File: src/rtl/midi_transmitter.sv
// midi_transmitter: 31250-baud 8N1 MIDI serialiser fed by a transmit FIFO.
// Define MIDI_RUNNING_STATUS_EN to drop repeated channel status bytes at pop.
module midi_transmitter #(
    parameter int CLKS_PER_BIT = 3200,
    parameter int FIFO_DEPTH   = 16
) (
    input  logic       clk,
    input  logic       reset,
    input  logic [7:0] din,
    input  logic       wr_en,
    output logic       full,
    output logic       dout,
    output logic       busy
);

    localparam int AW = $clog2(FIFO_DEPTH);
    localparam int CW = AW + 1;
    localparam int TW = (CLKS_PER_BIT > 1) ? $clog2(CLKS_PER_BIT) : 1;
    localparam logic [CW-1:0] DEPTH_C = CW'(FIFO_DEPTH);
    localparam logic [TW-1:0] T_LAST  = TW'(CLKS_PER_BIT - 1);

    localparam logic [1:0] IDLE  = 2'd0;
    localparam logic [1:0] START = 2'd1;
    localparam logic [1:0] DATA  = 2'd2;
    localparam logic [1:0] STOP  = 2'd3;

    logic [7:0]    mem [FIFO_DEPTH];
    logic [AW-1:0] wr_ptr;
    logic [AW-1:0] rd_ptr;
    logic [CW-1:0] count;
    logic [CW-1:0] count_nx;
    logic [1:0]    state;
    logic [TW-1:0] tick;
    logic [2:0]    bit_idx;
    logic [7:0]    shift;
    logic [7:0]    head;
    logic          push;
    logic          pop;
    logic          bit_end;
    logic          pop_slot;
    logic          skip;

    assign head     = mem[rd_ptr];
    assign push     = wr_en && !full;
    assign bit_end  = (tick == T_LAST);
    assign pop_slot = (state == IDLE) || ((state == STOP) && bit_end);
    assign pop      = pop_slot && (count != '0);

`ifdef MIDI_RUNNING_STATUS_EN
    logic [7:0] last_status;
    logic       is_chan;
    logic       is_sys;

    assign is_chan = (head >= 8'h80) && (head <= 8'hEF);
    assign is_sys  = (head[7:3] == 5'b11110);
    assign skip    = is_chan && (head == last_status);

    // Track the last transmitted channel status byte
    always_ff @(posedge clk) begin
        if (reset) begin
            last_status <= 8'h00;
        end else if (pop && !skip) begin
            if (is_chan) begin
                last_status <= head;
            end else if (is_sys) begin
                last_status <= 8'h00;
            end
        end
    end
`else
    assign skip = 1'b0;
`endif

    // Occupancy after this cycle's push and pop
    always_comb begin
        count_nx = count;
        if (push && !pop) begin
            count_nx = count + 1'b1;
        end else if (pop && !push) begin
            count_nx = count - 1'b1;
        end
    end

    // FIFO storage; contents need no reset since count guards reads
    always_ff @(posedge clk) begin
        if (push) begin
            mem[wr_ptr] <= din;
        end
    end

    // FIFO pointers, occupancy and registered full flag
    always_ff @(posedge clk) begin
        if (reset) begin
            wr_ptr <= '0;
            rd_ptr <= '0;
            count  <= '0;
            full   <= 1'b0;
        end else begin
            if (push) begin
                wr_ptr <= wr_ptr + 1'b1;
            end
            if (pop) begin
                rd_ptr <= rd_ptr + 1'b1;
            end
            count <= count_nx;
            full  <= (count_nx == DEPTH_C);
        end
    end

    // Bit-timing FSM: a pop restarts the frame, otherwise step through bits
    always_ff @(posedge clk) begin
        if (reset) begin
            state   <= IDLE;
            tick    <= '0;
            bit_idx <= '0;
            shift   <= '0;
        end else if (pop) begin
            tick    <= '0;
            bit_idx <= '0;
            shift   <= head;
            state   <= skip ? IDLE : START;
        end else begin
            case (state)
                START: begin
                    if (bit_end) begin
                        tick    <= '0;
                        bit_idx <= '0;
                        state   <= DATA;
                    end else begin
                        tick <= tick + 1'b1;
                    end
                end
                DATA: begin
                    if (bit_end) begin
                        tick  <= '0;
                        shift <= {1'b0, shift[7:1]};
                        if (bit_idx == 3'd7) begin
                            state <= STOP;
                        end else begin
                            bit_idx <= bit_idx + 1'b1;
                        end
                    end else begin
                        tick <= tick + 1'b1;
                    end
                end
                STOP: begin
                    if (bit_end) begin
                        tick  <= '0;
                        state <= IDLE;
                    end else begin
                        tick <= tick + 1'b1;
                    end
                end
                default: begin
                    tick <= '0;
                end
            endcase
        end
    end

    // Registered line driver and activity flag
    always_ff @(posedge clk) begin
        if (reset) begin
            dout <= 1'b1;
            busy <= 1'b0;
        end else begin
            dout <= (state == START) ? 1'b0 :
                    (state == DATA)  ? shift[0] : 1'b1;
            busy <= (state != IDLE) || (count != '0);
        end
    end

endmodule
File: config.mk
export PLATFORM = sky130hd
export DESIGN_NAME = midi_transmitter
export DESIGN_NICKNAME = d
export VERILOG_FILES = /design/src/rtl/midi_transmitter.sv
export SDC_FILE = /design/constraint.sdc
export NUM_CORES = 1
export LEC_CHECK = 0
export BUFFER_PORTS_ARGS = -buffer_cell sky130_fd_sc_hd__buf_2
export CAP_MARGIN = 20
export CORE_AREA = 3 3 141 143
export DETAILED_ROUTE_END_ITERATION = 10
export DIE_AREA = 0 0 144 146
export HOLD_SLACK_MARGIN = 0.15
export SYNTH_ARGS = -nofsm -noshare
export SYNTH_HDL_FRONTEND = slang
export SYNTH_SLANG_ARGS = --single-unit
File: constraint.sdc
create_clock -name clk -period 2.5 [get_ports clk]
set_input_delay 0.25 -clock clk [delete_from_list [all_inputs] [get_ports clk]]
set_output_delay 0.25 -clock clk [all_outputs]
set_load 0.05 [all_outputs]
==> results by group <==
Worst setup path
  – Crit path capture type: register
  – R2r startpoint: count[0]
  – Slowest stage delay, CP: 0.54 ns
  – CP required: 2.82 ns
  – CP max stage cell: or4b_4
  – CP Max Fanout: 9
  – Setup crit start kind: register
  – WS Path Type: register to register
  – RR Endpoint: full
  – Arrival @ worst endpoint: ~2.6 ns
  – Cells along the critical path: inv_1, ha_1, or4b_4, and3_4, a21oi_2, o41ai_1, a211oi_1, and4bb_1
  – Reg2Reg Setup Slack: 0.21 ns
  – FF-to-FF path depth: 8

Clock tree
  – Worst skew pair latency: 0.43 ns
  – Cts hold-fix bufs: 0
  – CTS Buf Count: 17
  – Clock transition at path regs: 0.07 ns
  – Root Driver: clkbuf_16
  – Clock sink count: 173
  – H-tree depth: 4
  – CTS resizes: 0
  – CTS tree: built
  – Max clock buf depth: 2
  – Post-CTS setup buffer count: 0

Global route
  – Largest net degree at the start of global routing: 30
  – Total gr overflow: 0
  – GRT Total Usage: 0.1424
  – Antenna violations before repair: 0
  – First-pass GRT wire length: roughly 23000 um
  – Number of global-route vias before repair: 4173

Synth
  – Top post-synthesis cells by area: edfxtp_1 (53%), dfxtp_1 (12%), mux4_2 (9.9%)
  – Post-synthesis sequential area ratio: 0.6488
  – Post-synth EDFFs: 128
  – Post-synth top area share: 0.5256
  – Cell Area, Synth: 0.007313 mm2
  – Syn Nets: ~520
  – Main synth FF type: edfxtp_1
  – Ys Warns: 0
  – Post-Syn Instances: around 490
  – Asr flop ratio synth: 0
  – Synth Register Bits: roughly 170
  – Syn avg cell area: 14.89 um2
  – Distinct cell type count after synthesis: 50
  – Largest area contributor in the netlist: edfxtp_1

STA
  – RSZ-0062 raised after global routing: no
  – Final setup fails: 0
  – Skew final: 0.01503 ns
  – Tcrit/Tclk final: 0.9174
  – Final hold vios: 0
  – Slew @ Worst Pin: 0.7070 ns
  – Tmin final: 2.294 ns
  – Highest clock rate: ~440 MHz
  – Slew margin rel.: 0.5221
  – Slew Limit Fails: 0
  – Fin Setup TNS: 0 ns

Min path
  – Worst Hold End: mem[2][2]
  – Hold path start: din[2]
  – Worst Hold Class: input port to register
  – Worst hold path cell count: 1

Drt
  – Vias: between 4000 and 5000
  – Pre-antenna DRT Iters: 4
  – Routed vias/inst: roughly 5.3
  – # DRC: 0
  – Initial detailed-routing violation count: roughly 270
  – Final wirelength: 14030 um
  – Final antenna-violating net count: 0
  – Routed len/inst: around 18 um

Power
  – Final Power: 0.008507 W
  – VDD IR max: 0.5404 mV
  – PwrDens: 1017 mW/mm2
  – LEAKAGE: 2.764 nW

Outcome
  – Status: completed

Floorplanning
  – Starting Density: 0.3910
  – DIE HEIGHT: 146 um
  – Total die area: roughly 0.021 mm2
  – Row cnt: 50
  – Core region area: 0.01871 mm2
  – Die X: 144 um
  – # IOs: 14

Job
  – Max-cap viol count: 0

Layout
  – Layout area overhead: 14.34%
  – Antenna cells: 0
  – Share of cells above drive strength 1: 0.2247
  – Nets@finish: between 500 and 600
  – Final design area excluding fillers: 0.008362 mm2

Placement
  – HPWL Detailed: approximately 9100 um
  – Placed Area: ~0.0077 mm2
  – Final GP Congestion: 0.7765
  – Buffers on Ports: 13
power breakdown:
group          switching, W  internal (W)
logic               0.00127       0.00100
registers          0.000181       0.00330
clock network       0.00115       0.00161
total               0.00260       0.00591
layout by cell type (no fill, tap or decap), types with 2 or more instances in the layout:
cell,instances
edfxtp_1,128
nor2_1,58
dfxtp_1,44
mux4_2,32
nand2_1,28
buf_4,24
ha_1,17
clkbuf_16,17
a21oi_1,13
a211oi_1,13
buf_2,13
nand3_1,12
mux2i_1,11
nor2b_1,10
xor2_1,10
inv_1,9
xnor2_1,9
a311oi_1,9
nor3_1,8
nand4_1,7
inv_8,5
nand2b_1,4
o21ai_0,4
mux2_2,4
a21oi_2,3
a22oi_1,3
bufinv_16,3
nor4_4,2
a22o_1,2
o21bai_1,2
inv_6,2
clkbuf_1,2
buf_12,2
final cells by class:
| class | count | area, um2 |
|---|---|---|
| Clock buffer | 19 | 432.9 |
| Clock inverter | 13 | 180.2 |
| Fill cell | 1644 | 10340 |
| Inverter | 9 | 33.78 |
| Multi-Input combinational cell | 281 | 2391 |
| Sequential cell | 173 | 4746 |
| Tap cell | 234 | 292.8 |
| Timing Repair Buffer | 39 | 285.3 |
worst max-delay path: cells and delay by family (launching register included):
family / cells / cell delay (ns)
AND/OR/NAND/NOR: 3 / 1.00
AO/OA/AOI/OAI: 3 / 0.49
flip-flops: 1 / 0.41
adder cells (fa/ha/maj): 1 / 0.16
buffers and inverters: 1 / 0.12
metal layers:
layer / track usage / vias to the layer above / wire (um)
li1: - / 1921 / -
met3: 0.03253 / 14 / 576
met2: 0.2281 / 93 / 6943
met5: 0 / - / 0
met4: 0.04849 / 0 / 137
met1: 0.1911 / 2068 / 6369
flip-flops by register name, indices dropped and copies added (netlist names), named ones only:
signal,count
bit_idx,3
busy,1
count,5
dout,1
full,1
mem,128
rd_ptr,4
shift,8
state,2
tick,12
wr_ptr,4
Yosys cell counts, types with 7 or more instances:
| master | n |
|---|---|
| inv_1 | 9 |
| mux2i_1 | 11 |
| xnor2_1 | 9 |
| nand4_1 | 7 |
| clkbuf_1 | 13 |
| a21oi_1 | 13 |
| dfxtp_1 | 45 |
| nor2b_1 | 10 |
| buf_2 | 7 |
| nand2_1 | 28 |
| nand3_1 | 12 |
| xor2_1 | 10 |
| a211oi_1 | 13 |
| mux4_2 | 32 |
| edfxtp_1 | 128 |
| a311oi_1 | 9 |
| nor2_1 | 58 |
| ha_1 | 17 |
| nor3_1 | 8 |
worst max path at each step:
stage | end | from
after floorplan | mem[3][0] | full
after global placement | full | count[0]
after detailed placement | full | count[0]
after CTS | full | count[0]
after global routing | rd_ptr[3] | tick[0]
final | full | count[0]
stage by stage:
| step | setup WS [ns] | util | instances | hold slack, ns |
|---|---|---|---|---|
| after floorplan | 0.1969 | - | 491 | 0.3489 |
| after global placement | 0.3282 | 0.4142 | 736 | 0.4426 |
| after detailed placement | 0.2381 | 0.4142 | 736 | 0.4650 |
| after CTS | 0.2137 | 0.4470 | 768 | 0.1859 |
| after global routing | 0.1340 | 0.4470 | 768 | 0.1976 |
| final | 0.2065 | 0.4470 | 768 | 0.1980 |
cell families after synthesis:
kind of cell	synth area share
xor gates and xnor gates	0.02275
DFF	0.6488
buffers and inverters	0.02429
muxes	0.1198
AOI/OAI and AO/OA	0.05424
and+or+nand+nor	0.1011
adders and majority gates	0.02908
(Power assumes the default switching activity.)
